==> config.mk <==
export PLATFORM = sky130hd
export DESIGN_NAME = xt_lb_arbiter_flat
export DESIGN_NICKNAME = d
export VERILOG_FILES = /design/src/rtl/xt_lb_arbiter_if.sv /design/src/rtl/xt_lb_arbiter.sv /design/src/flat_wrapper.sv
export SDC_FILE = /design/constraint.sdc
export NUM_CORES = 1
export LEC_CHECK = 0
export BUFFER_PORTS_ARGS = -buffer_cell sky130_fd_sc_hd__buf_2
export CORE_MARGIN = 4
export CORE_UTILIZATION = 46
export CTS_BUF_LIST = sky130_fd_sc_hd__clkbuf_16
export CTS_CLUSTER_DIAMETER = 50
export DETAILED_ROUTE_END_ITERATION = 8
export PLACE_DENSITY = 0.82
export SLEW_MARGIN = 20
export SYNTH_ARGS = -nofsm -noshare
export SYNTH_HDL_FRONTEND = slang
export SYNTH_SLANG_ARGS = --single-unit
==> constraint.sdc <==
create_clock -name hb_clk -period 3.9 [get_ports hb_clk]
set_input_delay 0.585 -clock hb_clk [delete_from_list [all_inputs] [get_ports hb_clk]]
set_output_delay 0.585 -clock hb_clk [all_outputs]
set_load 0.02 [all_outputs]
==> src/rtl/xt_lb_arbiter_if.sv <==
// xt_lb_arbiter_if: requester and bridge signals of the low-speed bus arbiter.
interface xt_lb_arbiter_if #(
   parameter int REQ_NUM = 3,
   parameter int ADDR_W  = 8
);
   logic [REQ_NUM-1:0]             req_ren;
   logic [REQ_NUM-1:0]             req_wen;
   logic [REQ_NUM-1:0][ADDR_W-1:0] req_raddr;
   logic [REQ_NUM-1:0][ADDR_W-1:0] req_waddr;
   logic [REQ_NUM-1:0][31:0]       req_wdata;
   logic [REQ_NUM-1:0][1:0]        req_wwidth;
   logic [REQ_NUM-1:0]             req_ack;
   logic [31:0]                    req_rdata;
   logic                           req_err;
   logic                           br_ren;
   logic                           br_wen;
   logic [ADDR_W-1:0]              br_raddr;
   logic [ADDR_W-1:0]              br_waddr;
   logic [31:0]                    br_wdata;
   logic [1:0]                     br_wwidth;
   logic [31:0]                    br_rdata;
   logic                           br_idle;
   modport slave (
      input  req_ren, req_wen, req_raddr, req_waddr, req_wdata, req_wwidth, br_rdata, br_idle,
      output req_ack, req_rdata, req_err, br_ren, br_wen, br_raddr, br_waddr, br_wdata, br_wwidth
   );
   modport master (
      output req_ren, req_wen, req_raddr, req_waddr, req_wdata, req_wwidth, br_rdata, br_idle,
      input  req_ack, req_rdata, req_err, br_ren, br_wen, br_raddr, br_waddr, br_wdata, br_wwidth
   );
endinterface

==> src/rtl/xt_lb_arbiter.sv <==
// xt_lb_arbiter: round-robin arbiter serialising requesters onto one low-speed bridge.
// Define XT_LB_ARB_TIMEOUT_EN to add the bridge watchdog (req_err on expiry).
module xt_lb_arbiter #(
   parameter int REQ_NUM = 3,
   parameter int ADDR_W  = 8,
   parameter int TIMEOUT = 255
) (
   input logic               hb_clk,
   input logic               rst,
   xt_lb_arbiter_if.slave    bus_io
);
   localparam int PW = $clog2(REQ_NUM);
   typedef enum logic [2:0] {IDLE, ISSUE, WAIT_BUSY, WAIT_DONE, RESP} state_e;
   state_e             st_q;
   logic [PW-1:0]      rr_q, gnt_q, gnt_d;
   logic [REQ_NUM-1:0] pend, ack_q;
   logic [31:0]        rdata_q, wdata_q;
   logic               ren_q, wen_q;
   logic [ADDR_W-1:0]  raddr_q, waddr_q;
   logic [1:0]         wwidth_q;
   logic               done, tmo, to_hit;
   int                 j;
   assign pend = bus_io.req_ren | bus_io.req_wen;
   assign done = st_q == WAIT_DONE && bus_io.br_idle;
   assign tmo  = to_hit && !done;
   // Descending scan so the pending index closest after rr_q wins last.
   always_comb begin
      gnt_d = '0;
      j = 0;
      for (int k = REQ_NUM - 1; k >= 0; k--) begin
         j = int'(rr_q) + k;
         j = j >= REQ_NUM ? j - REQ_NUM : j;
         gnt_d = pend[j] ? PW'(j) : gnt_d;
      end
   end
   always_ff @(posedge hb_clk or posedge rst) begin
      if (rst) begin
         st_q     <= IDLE;
         rr_q     <= '0;
         gnt_q    <= '0;
         ack_q    <= '0;
         rdata_q  <= '0;
         ren_q    <= 1'b0;
         wen_q    <= 1'b0;
         raddr_q  <= '0;
         waddr_q  <= '0;
         wdata_q  <= '0;
         wwidth_q <= '0;
      end else begin
         ack_q <= '0;
         ren_q <= 1'b0;
         wen_q <= 1'b0;
         case (st_q)
            IDLE: if (bus_io.br_idle && |pend) begin
               gnt_q    <= gnt_d;
               ren_q    <= bus_io.req_ren[gnt_d];
               wen_q    <= bus_io.req_wen[gnt_d];
               raddr_q  <= bus_io.req_raddr[gnt_d];
               waddr_q  <= bus_io.req_waddr[gnt_d];
               wdata_q  <= bus_io.req_wdata[gnt_d];
               wwidth_q <= bus_io.req_wwidth[gnt_d];
               st_q     <= ISSUE;
            end
            ISSUE:     st_q <= WAIT_BUSY;
            WAIT_BUSY: st_q <= tmo ? RESP : bus_io.br_idle ? WAIT_BUSY : WAIT_DONE;
            WAIT_DONE: st_q <= done || tmo ? RESP : WAIT_DONE;
            RESP: begin
               rr_q <= gnt_q == PW'(REQ_NUM - 1) ? '0 : gnt_q + PW'(1);
               st_q <= IDLE;
            end
            default:   st_q <= IDLE;
         endcase
         if (done || tmo) begin
            rdata_q <= tmo ? '0 : bus_io.br_rdata;
            ack_q   <= REQ_NUM'(1) << gnt_q;
         end
      end
   end
`ifdef XT_LB_ARB_TIMEOUT_EN
   localparam int CW = $clog2(TIMEOUT + 1);
   logic [CW-1:0] cnt_q;
   logic          err_q;
   // Counter is 0 in ISSUE, so expiry lands the ack TIMEOUT cycles after ISSUE.
   assign to_hit = (st_q == WAIT_BUSY || st_q == WAIT_DONE) && cnt_q == CW'(TIMEOUT - 1);
   always_ff @(posedge hb_clk or posedge rst) begin
      if (rst) begin
         cnt_q <= '0;
         err_q <= 1'b0;
      end else begin
         cnt_q <= st_q == ISSUE || st_q == WAIT_BUSY || st_q == WAIT_DONE ? cnt_q + CW'(1) : '0;
         if (done || tmo) err_q <= tmo;
      end
   end
   assign bus_io.req_err = err_q;
`else
   assign to_hit = 1'b0;
   assign bus_io.req_err = 1'b0;
`endif
   assign bus_io.req_ack   = ack_q;
   assign bus_io.req_rdata = rdata_q;
   assign bus_io.br_ren    = ren_q;
   assign bus_io.br_wen    = wen_q;
   assign bus_io.br_raddr  = raddr_q;
   assign bus_io.br_waddr  = waddr_q;
   assign bus_io.br_wdata  = wdata_q;
   assign bus_io.br_wwidth = wwidth_q;
endmodule

==> src/flat_wrapper.sv <==
// flat-port wrapper written by rule: the top's interface ports become plain ports
module xt_lb_arbiter_flat 
#(
   parameter int REQ_NUM = 3,
   parameter int ADDR_W  = 8,
   parameter int TIMEOUT = 255
)
  (hb_clk, rst, bus_io_req_ren, bus_io_req_wen, bus_io_req_raddr, bus_io_req_waddr, bus_io_req_wdata, bus_io_req_wwidth, bus_io_br_rdata, bus_io_br_idle, bus_io_req_ack, bus_io_req_rdata, bus_io_req_err, bus_io_br_ren, bus_io_br_wen, bus_io_br_raddr, bus_io_br_waddr, bus_io_br_wdata, bus_io_br_wwidth);
  xt_lb_arbiter_if #(.REQ_NUM(REQ_NUM), .ADDR_W(ADDR_W)) bus_io_i ();
  input logic hb_clk;
  input logic rst;
  input wire logic [$bits(bus_io_i.req_ren)-1:0] bus_io_req_ren;
  input wire logic [$bits(bus_io_i.req_wen)-1:0] bus_io_req_wen;
  input wire logic [$bits(bus_io_i.req_raddr)-1:0] bus_io_req_raddr;
  input wire logic [$bits(bus_io_i.req_waddr)-1:0] bus_io_req_waddr;
  input wire logic [$bits(bus_io_i.req_wdata)-1:0] bus_io_req_wdata;
  input wire logic [$bits(bus_io_i.req_wwidth)-1:0] bus_io_req_wwidth;
  input wire logic [$bits(bus_io_i.br_rdata)-1:0] bus_io_br_rdata;
  input wire logic [$bits(bus_io_i.br_idle)-1:0] bus_io_br_idle;
  output wire logic [$bits(bus_io_i.req_ack)-1:0] bus_io_req_ack;
  output wire logic [$bits(bus_io_i.req_rdata)-1:0] bus_io_req_rdata;
  output wire logic [$bits(bus_io_i.req_err)-1:0] bus_io_req_err;
  output wire logic [$bits(bus_io_i.br_ren)-1:0] bus_io_br_ren;
  output wire logic [$bits(bus_io_i.br_wen)-1:0] bus_io_br_wen;
  output wire logic [$bits(bus_io_i.br_raddr)-1:0] bus_io_br_raddr;
  output wire logic [$bits(bus_io_i.br_waddr)-1:0] bus_io_br_waddr;
  output wire logic [$bits(bus_io_i.br_wdata)-1:0] bus_io_br_wdata;
  output wire logic [$bits(bus_io_i.br_wwidth)-1:0] bus_io_br_wwidth;
  assign bus_io_i.req_ren = bus_io_req_ren;
  assign bus_io_i.req_wen = bus_io_req_wen;
  assign bus_io_i.req_raddr = bus_io_req_raddr;
  assign bus_io_i.req_waddr = bus_io_req_waddr;
  assign bus_io_i.req_wdata = bus_io_req_wdata;
  assign bus_io_i.req_wwidth = bus_io_req_wwidth;
  assign bus_io_i.br_rdata = bus_io_br_rdata;
  assign bus_io_i.br_idle = bus_io_br_idle;
  assign bus_io_req_ack = bus_io_i.req_ack;
  assign bus_io_req_rdata = bus_io_i.req_rdata;
  assign bus_io_req_err = bus_io_i.req_err;
  assign bus_io_br_ren = bus_io_i.br_ren;
  assign bus_io_br_wen = bus_io_i.br_wen;
  assign bus_io_br_raddr = bus_io_i.br_raddr;
  assign bus_io_br_waddr = bus_io_i.br_waddr;
  assign bus_io_br_wdata = bus_io_i.br_wdata;
  assign bus_io_br_wwidth = bus_io_i.br_wwidth;
  xt_lb_arbiter #(.REQ_NUM(REQ_NUM), .ADDR_W(ADDR_W), .TIMEOUT(TIMEOUT)) u_core (.hb_clk(hb_clk), .rst(rst), .bus_io(bus_io_i));
endmodule
### Word level (Yosys, flattened, before mapping)

Index checks and enable logic that the tools add are counted.

* logic and storage cells: 74
* input bits: 191
* bits in registers: 94
* output and inout port bits: 88

* muxes and demuxes: 37
* shift-type cells: 1
* reductions and logical operators: 5
* $lt $le $gt $ge: 7
* equality and inequality tests: 6
* $add $sub $neg: 6
* bitwise logic cells: 1

Operator list (count)
* 2-to-1 mux 32 bit: 4
* < comparator 32 x 4 -> 1 bit (second input constant): 3
* binary-select mux 32 bit (select 2 bit): 1
* greater-or-equal comparator 32 x 3 -> 1 bit (second input constant): 2
* subtractor 32 x 3 -> 32 bit (second input constant): 2
* binary-select mux 8 bit (select 2 bit): 2
* 2-to-1 mux 8 bit: 2
* 2-to-1 mux 1 bit: 13
* case mux 3 bit (4 select lines): 1
* binary-select mux 1 bit (select 2 bit): 5
* 2-to-1 mux 2 bit: 5
* 2-to-1 mux 3 bit: 3
* equality test 3 x 2 -> 1 bit (second input constant): 2
* binary-select mux 2 bit (select 2 bit): 1
* adder 2 x 1 -> 3 bit (second input constant): 1
* adder 2 x 2 -> 3 bit (second input constant): 1
* equality test 3 x 1 -> 1 bit (second input constant): 1
* equality test 3 bit (second input constant): 1
* zero test 3 bit: 1
* < comparator 2 x 3 -> 1 bit (second input constant): 1
* bitwise OR 3 bit: 1
* OR reduction 3 bit: 1
* << shifter 1 x 2 -> 3 bit (first input constant): 1
* subtractor 2 x 2 -> 3 bit (second input constant): 1
* other kinds (6): 7

### Logic depth before layout (Yosys ltp)

Gate-level depths: netlist (run 1).

* depth after elaboration: 13
* mapped depth: 10
* gate-level depth less buffers: 7

### Worst setup path before layout (run 1)

No wires, ideal clock.

* path type: input-to-reg
* start: input port bus_io_req_wen[2]
* end: register u_core.raddr_q[2] (netlist: u_core.bus_io.br_raddr[2])
* stages on the path: 7
* required time: 3.769 ns
* path buffers: 3
* arrival time: 2.006 ns
* path slack: 1.763 ns
* library setup time: 0.131 ns
* cell sequence: or4_1 > o21a_1 > buf_2 > buf_2 > clkbuf_1 > o2111ai_1 > nand3_1

* longest elaborated chain between the ends: 9
* elaborated cells between the ends (all ways): 18
* those cells by class: mux (14); bitwise (1); reduce/logical (3)

RTL lines
* start, declared: line flat_wrapper.sv:13 `input wire logic [$bits(bus_io_i.req_wen)-1:0] bus_io_req_wen;`
* bitwise OR 3 bit *: line xt_lb_arbiter.sv:23 `assign pend = bus_io.req_ren | bus_io.req_wen;`
* binary-select mux 1 bit (select 2 bit): line xt_lb_arbiter.sv:33 `gnt_d = pend[j] ? PW'(j) : gnt_d;`
* 2-to-1 mux 1 bit (implied by the code) (2 in series): line xt_lb_arbiter.sv:33
* 2-to-1 mux 2 bit (3 in series): line xt_lb_arbiter.sv:33
* binary-select mux 8 bit (select 2 bit): line xt_lb_arbiter.sv:58 `raddr_q <= bus_io.req_raddr[gnt_d];`
* 2-to-1 mux 8 bit (implied by the code): line xt_lb_arbiter.sv:58
* end signal, assigned: line xt_lb_arbiter.sv:58
* end, declared: line xt_lb_arbiter.sv:19 `logic [ADDR_W-1:0] raddr_q, waddr_q;`

Mark *: on every way between the ends. The rest lies on a longest branch, timed or not. The select of a mux whose other input is x is not followed.
A chain may end at the register's enable or synchronous reset.

### Worst setup path in the final report (run 1)

* start: register u_core.rr_q[0]
* end: register u_core.raddr_q[2] (netlist: u_core.bus_io.br_raddr[2])

* longest elaborated chain between the ends: 11
* elaborated cells between the ends (all ways): 25
* those cells by class: add/sub (5); order compare (3); mux (17)

RTL lines
* start, declared: line xt_lb_arbiter.sv:15 `logic [PW-1:0] rr_q, gnt_q, gnt_d;`
* start signal, assigned: line xt_lb_arbiter.sv:68 `rr_q <= gnt_q == PW'(REQ_NUM - 1) ? '0 : gnt_q + PW'(1);`
* adder 2 x 2 -> 3 bit: line xt_lb_arbiter.sv:31 `j = int'(rr_q) + k;`
* subtractor 32 x 3 -> 32 bit or greater-or-equal comparator 32 x 3 -> 1 bit (tied branches): line xt_lb_arbiter.sv:32 `j = j >= REQ_NUM ? j - REQ_NUM : j;`
* 2-to-1 mux 32 bit: line xt_lb_arbiter.sv:32
* binary-select mux 1 bit (select 2 bit): line xt_lb_arbiter.sv:33
* 2-to-1 mux 1 bit (implied by the code) (2 in series): line xt_lb_arbiter.sv:33
* 2-to-1 mux 2 bit (2 in series): line xt_lb_arbiter.sv:33
* 2-to-1 mux 2 bit *: line xt_lb_arbiter.sv:33
* binary-select mux 8 bit (select 2 bit) *: line xt_lb_arbiter.sv:58
* 2-to-1 mux 8 bit (implied by the code) *: line xt_lb_arbiter.sv:58

Marks and branches as above.

==> results of run 1 <==
-- metrics by stage --
step           cell area [sq um]  cells  utilization, %  power, uW
4_1_cts                     7014    995           63.59       5172
3_5_place_dp                6709    979           60.82       4270
3_3_place_gp                6709    979           60.82       4234
5_1_grt                     7047    998           63.88       5523
6_report                    7047    998           63.88       5175
2_1_floorplan               5279    619               -       3401
-- worst max-delay path: cells and delay by family (launching register included) --
kind | cells | cell delay [ns]
compound gates | 1 | 0.25
simple gates | 4 | 1.04
buf+inv | 2 | 0.51
flops | 1 | 0.39
fa+ha+maj | 1 | 0.34
-- cells in the mapped netlist, drive strengths merged --
library cell	number	area share [%]
buf	21	2.1
nor4b	1	0.28
nand3	54	5.1
a21o	1	0.14
or2	2	0.24
ha	3	0.71
clkbuf	48	3.4
o21a	1	0.14
a31oi	1	0.12
nand3b	3	0.43
nand2b	6	0.71
a21oi	1	0.095
nor2	4	0.28
a2bb2oi	50	8.3
a211oi	1	0.24
o21bai	1	0.14
nor3	3	0.38
o2111ai	52	8.6
nor4bb	1	0.31
or4	51	7.3
and3	1	0.12
inv	4	0.28
a22o	1	0.17
and2	1	0.12
o21ai	6	0.64
o211ai	2	0.28
nor3b	2	0.28
o31ai	1	0.14
dfrtp	94	45
conb	1	0.071
nand2	201	14
-- report_power, final --
group          switching, uW  internal [uW]
combinational           1700            933
clock                    438            457
sequential               240           1400
-- worst max-delay path by stage --
stage	to	slack (ns)	depth (start not counted)
6_report	u_core.bus_io.br_raddr[2]	1.24	8
5_1_grt	u_core.bus_io.br_raddr[2]	1.07	8
4_1_cts	u_core.bus_io.br_waddr[2]	1.25	8
3_5_place_dp	u_core.bus_io.br_wdata[22]	1.15	7
3_3_place_gp	u_core.bus_io.br_wdata[24]	1.19	7
2_1_floorplan	u_core.bus_io.br_raddr[0]	0.87	1
-- sequential cells by signal (all words and copies together), names as in the netlist --
signal and count:
u_core.bus_io.br_wdata 32, u_core.bus_io.req_rdata 32, u_core.bus_io.br_raddr 8, u_core.bus_io.br_waddr 8, u_core.bus_io.req_ack 3, u_core.st_q 3, u_core.bus_io.br_wwidth 2, u_core.gnt_q 2
u_core.rr_q 2, u_core.bus_io.br_ren 1, u_core.bus_io.br_wen 1
-- logic make-up after synthesis --
| kind of cell | share of synthesized area [%] |
|---|---|
| other | 0.07104 |
| adders and majority gates | 0.7111 |
| AOI/OAI and AO/OA | 19.03 |
| and+or+nand+nor | 29.82 |
| DFF | 44.56 |
| buffers and inverters | 5.807 |
-- per-layer routing --
metal  track usage [%]  vias up
met1             33.04     2697
met4             9.781        0
met5                 0        -
met3             5.263       43
li1                  -     2736
met2             38.58      246
-- layout make-up --
| type | instances | area, sq um | area share [%] |
|---|---|---|---|
| multi-input cells | 452 | 2663 | 37.78 |
| inverters | 4 | 17.52 | 0.2486 |
| repair buffers | 290 | 1529 | 21.70 |
| clock buffers | 9 | 225.2 | 3.196 |
| clock inverters | 7 | 80.08 | 1.136 |
| flip-flops and latches | 94 | 2352 | 33.38 |
| well taps | 140 | 175.2 | 2.486 |
| diodes | 2 | 5.005 | 0.07102 |
-- placed cells by master, fill, tap and decap left out, types with 2 or more instances in the layout --
master	count
sky130_fd_sc_hd__a2bb2oi_1	50
sky130_fd_sc_hd__buf_12	2
sky130_fd_sc_hd__buf_2	277
sky130_fd_sc_hd__buf_4	10
sky130_fd_sc_hd__clkbuf_16	9
sky130_fd_sc_hd__clkinv_8	2
sky130_fd_sc_hd__dfrtp_1	94
sky130_fd_sc_hd__diode_2	2
sky130_fd_sc_hd__ha_1	3
sky130_fd_sc_hd__inv_1	3
sky130_fd_sc_hd__inv_8	2
sky130_fd_sc_hd__nand2_1	200
sky130_fd_sc_hd__nand2b_1	6
sky130_fd_sc_hd__nand3_1	54
sky130_fd_sc_hd__nand3b_1	3
sky130_fd_sc_hd__nor2_1	4
sky130_fd_sc_hd__nor3_1	2
sky130_fd_sc_hd__nor3b_1	2
sky130_fd_sc_hd__o2111ai_1	52
sky130_fd_sc_hd__o211ai_1	2
sky130_fd_sc_hd__o21ai_0	3
sky130_fd_sc_hd__o21ai_4	2
sky130_fd_sc_hd__or4_1	51
==> results.cfg, run 1 <==
[synthesis]
synth_seq_area_share_pct = 44.56
yosys_warnings = 0
syn-instance-count = 619
synth-seq-cells = 94
yosys.cell_types.count = 38
syn-num-nets = 813
synth.cell_area_sq_um = 5279
syn_area_per_cell_sq_um = 8.528

[sta]
timing.max_slew.rel_slack_pct = 33.10
timing.fmax_mhz = 375.8
finClkSkew_ns = 0.01039
worst-slew-pin-transition_ns = 1.002
timing_hold_violations_final = 0
timing.final.crit_period_ns = 2.661
final_critical_path_setup_slack_ns = 1.239
final.period_utilization_pct = 68.23
report.final.setup_viol = 0
totalNegativeSetupSlack_ns = 0
maxSlewViolCount = 0
grt_setup_unrepaired = false
final.hold.worst_slack_ns = 0.3822

[floorplan]
core_sq_um = 11030
starting_density_of_the_core_pct = 47.86
die_area_sq_um = 13250
top_ports = 279
die_h_microns = 115.1
die_width_microns = 115.1
num_rows = 38

[placed_design]
post_placement_setup_slack_ns = 1.151
hpwl_microns = 11800
number_of_port_buffers = 277
place_congestion = 0.8811

[finish]
syn2layout_area_growth_pct = 33.49
drive_above_1_share_pct = 36.92
final.fill_count = 978
final_net_count = 1045

[detailed_routing]
routed-wl-met2_microns = 8350
routed_wire_length_per_instance_microns = 17.17
route.final.wire_length_microns = 17140
detailroute.via_count = 5722
drt-vias-per-instance = 5.733
topRoutingLayerUsed = met4
drtIter0Drc = 501
drtAntennaViolNets = 0
detailroute.wirelength.met3_microns = 1241
route.detailed.drc = 0
detailedRoute.firstPassIterationCount = 5
m1WireLength_microns = 6994

[min_path]
worst_hold_path_type = in -> async

[status]
outcome = completed

[global_route]
grt_first_pass_wirelength_microns = 26380
grt.overflow.total = 0
grt_max_degree = 106
number_of_antenna_violations_at_the_first_check_in_global_routing = 2
global_route.usage.total_pct = 24.50
grt_pass1_vias = 5304

[cts]
tritoncts.num_buffers = 9
cts.clk_slew.worst_paths_ns = 0.08
cts-root-to-sink-buffers = 2
post_cts.repair.setup_buffers = 0
cts_sink_cnt = 94
cts_root_buf = sky130_fd_sc_hd__clkbuf_16
cts.hold.buffers_added = 0
post_cts.resized_instances = 0
cts-htree-levels = 3
worstSkewPairLatency_ns = 0.34
tritoncts_clock_tree = built

[power_and_ir_drop]
peakVddDrop_mv = 0.4927
p_leak_uw = 0.003484
power.density_cell_area_nw_per_um2 = 734.4

[setup_path]
cp_data_arrival_time_ns = 2.87
required_ns = 4.11
setup.worst_path.class = reg -> reg
startpoint = u_core.rr_q[0]
endpoint_type_of_the_worst_setup_path = flop
cpPeakStageDelay_ns = 0.62
cp_max_fo = 35
crit-reg2reg-launch = u_core.rr_q[0]
worst_r2r_endpoint = u_core.bus_io.br_raddr[2]
crit_chain = inv_1 -> ha_1 -> nand2b_1 -> a31oi_1 -> and2_1 -> buf_4 -> or4_1 -> nand3_1
worst_r2r_path_depth = 8
rrSetupSlack_ns = 1.24
startpoint_type = flop
worst_path_max_delay_cell = sky130_fd_sc_hd__and2_1

[job]
drv_cap = 0
No activity file was read; power rests on OpenSTA's default activity.
==> inputs of run 2 (changes only) <==
==> constraint.sdc (replaced) <==
create_clock -name hb_clk -period 2.8 [get_ports hb_clk]
set_input_delay 0.42 -clock hb_clk [delete_from_list [all_inputs] [get_ports hb_clk]]
set_output_delay 0.42 -clock hb_clk [all_outputs]
set_load 0.02 [all_outputs]
==> results.cfg, run 2 (synthesis results as in run 1) <==
[floorplan]
starting_density_of_the_core_pct = 47.86
die_area_sq_um = 13250
core_sq_um = 11030
num_rows = 38
top_ports = 279
die_width_microns = 115.1
die_h_microns = 115.1

[cts]
cts.hold.buffers_added = 0
tritoncts.num_buffers = 9
post_cts.resized_instances = 0
cts-htree-levels = 3
cts.clk_slew.worst_paths_ns = 0.08
cts_root_buf = sky130_fd_sc_hd__clkbuf_16
tritoncts_clock_tree = built
worstSkewPairLatency_ns = 0.34
post_cts.repair.setup_buffers = 0
cts-root-to-sink-buffers = 2
cts_sink_cnt = 94

[detailed_routing]
routed_wire_length_per_instance_microns = 16.86
route.final.wire_length_microns = 16860
drt-vias-per-instance = 5.592
drtIter0Drc = 549
drtAntennaViolNets = 0
detailedRoute.firstPassIterationCount = 7
route.detailed.drc = 0
detailroute.via_count = 5592

[setup_path]
startpoint_type = flop
cp_max_fo = 103
setup.worst_path.class = reg -> reg
endpoint_type_of_the_worst_setup_path = flop
required_ns = 3.07
cp_data_arrival_time_ns = 2.73

[sta]
final.hold.worst_slack_ns = 0.02154
finClkSkew_ns = 0.01110
maxSlewViolCount = 0
timing.max_slew.rel_slack_pct = 35.00
timing.fmax_mhz = 406.0
totalNegativeSetupSlack_ns = 0
final.period_utilization_pct = 87.97
report.final.setup_viol = 0
worst-slew-pin-transition_ns = 0.9739
timing.final.crit_period_ns = 2.463
grt_setup_unrepaired = false
timing_hold_violations_final = 0

[finish]
layout_commonest_cell = sky130_fd_sc_hd__buf_2
finish.utilization_pct = 64.22
final_net_count = 1049
final.fill_count = 957
syn2layout_area_growth_pct = 34.20
antenna_cells_inserted = 0
drive_above_1_share_pct = 37.21
finalNonFillerCells = 1000
layout_common_cells = sky130_fd_sc_hd__buf_2, sky130_fd_sc_hd__nand2_1, sky130_fd_sc_hd__dfrtp_1, sky130_fd_sc_hd__nand3_1, sky130_fd_sc_hd__o2111ai_1

[global_route]
grt.overflow.total = 0
grt_max_degree = 104
grt_pass1_vias = 5256
number_of_antenna_violations_at_the_first_check_in_global_routing = 0
grt_first_pass_wirelength_microns = 26550
global_route.usage.total_pct = 24.74

[power_and_ir_drop]
p_leak_uw = 0.003503
peakVddDrop_mv = 0.6048
power.density_cell_area_nw_per_um2 = 1017

[job]
drv_cap = 0

[placed_design]
place_congestion = 0.8598
hpwl_microns = 12030
dp.cells = 984
number_of_port_buffers = 277

[status]
outcome = completed

[min_path]
worst_hold_path_type = in -> async
run 2: report_power, final:
group / internal [uW] / total [uW] / switching (uW) / leakage [uW]
clock: 633 / 1230 / 593 / 0.000147
combinational: 1340 / 3680 / 2340 / 0.00217
sequential: 1960 / 2300 / 343 / 0.00119
total: 3930 / 7210 / 3280 / 0.00350
run 2: final timing paths:
| kind | startpoint | end | slack (ns) | depth (start not counted) |
|---|---|---|---|---|
| hold / removal | rst | u_core.bus_io.br_waddr[7] | 0.02 | 2 |
| setup / recovery | u_core.rr_q[0] | u_core.bus_io.br_wdata[10] | 0.34 | 8 |
| hold reg to reg | u_core.bus_io.req_rdata[25] | u_core.bus_io.req_rdata[25] | 0.47 | 2 |
| setup reg to reg | u_core.rr_q[0] | u_core.bus_io.br_wdata[10] | 0.34 | 8 |
| min in group hb_clk | bus_io_br_rdata[15] | u_core.bus_io.req_rdata[15] | 0.27 | 3 |
| max in group asynchronous | rst | u_core.bus_io.req_rdata[21] | 2.04 | 3 |
run 2: area by class of cell:
type	instances	area (sq um)	area share (%)
Sequential cell	94	2352	33.20
Timing Repair Buffer	294	1577	22.25
Tap cell	140	175.2	2.473
Clock buffer	9	225.2	3.179
Clock inverter	7	73.82	1.042
Inverter	4	18.77	0.2649
Multi-Input combinational cell	452	2663	37.58
run 2: worst max-delay path, cell delays in order (launching register included):
cell and delay (ns):
sky130_fd_sc_hd__dfrtp_1 0.41, sky130_fd_sc_hd__inv_1 0.10, sky130_fd_sc_hd__ha_1 0.29, sky130_fd_sc_hd__nor3_2 0.10, sky130_fd_sc_hd__a211oi_2 0.40, sky130_fd_sc_hd__nor4bb_4 0.10, sky130_fd_sc_hd__buf_12 0.19, sky130_fd_sc_hd__or4_1 0.58
sky130_fd_sc_hd__nand3_1 0.10
run 2: routing by layer:
metal	up-vias	GRT usage (%)	part of all wire [%]
met2	236	38.70	49
met1	2576	35.15	42
met5	-	0	0
li1	2750	-	-
met3	30	4.263	6.8
met4	0	7.903	2.3
run 2: through the flow:
stage	area [sq um]	setup slack (ns)	total power [uW]
2_1_floorplan	5283	0.6909	4738
3_3_place_gp	6785	0.4576	5955
5_1_grt	7084	0.2423	7716
3_5_place_dp	6785	0.3839	6015
6_report	7084	0.3367	7207
4_1_cts	7084	0.3766	7243
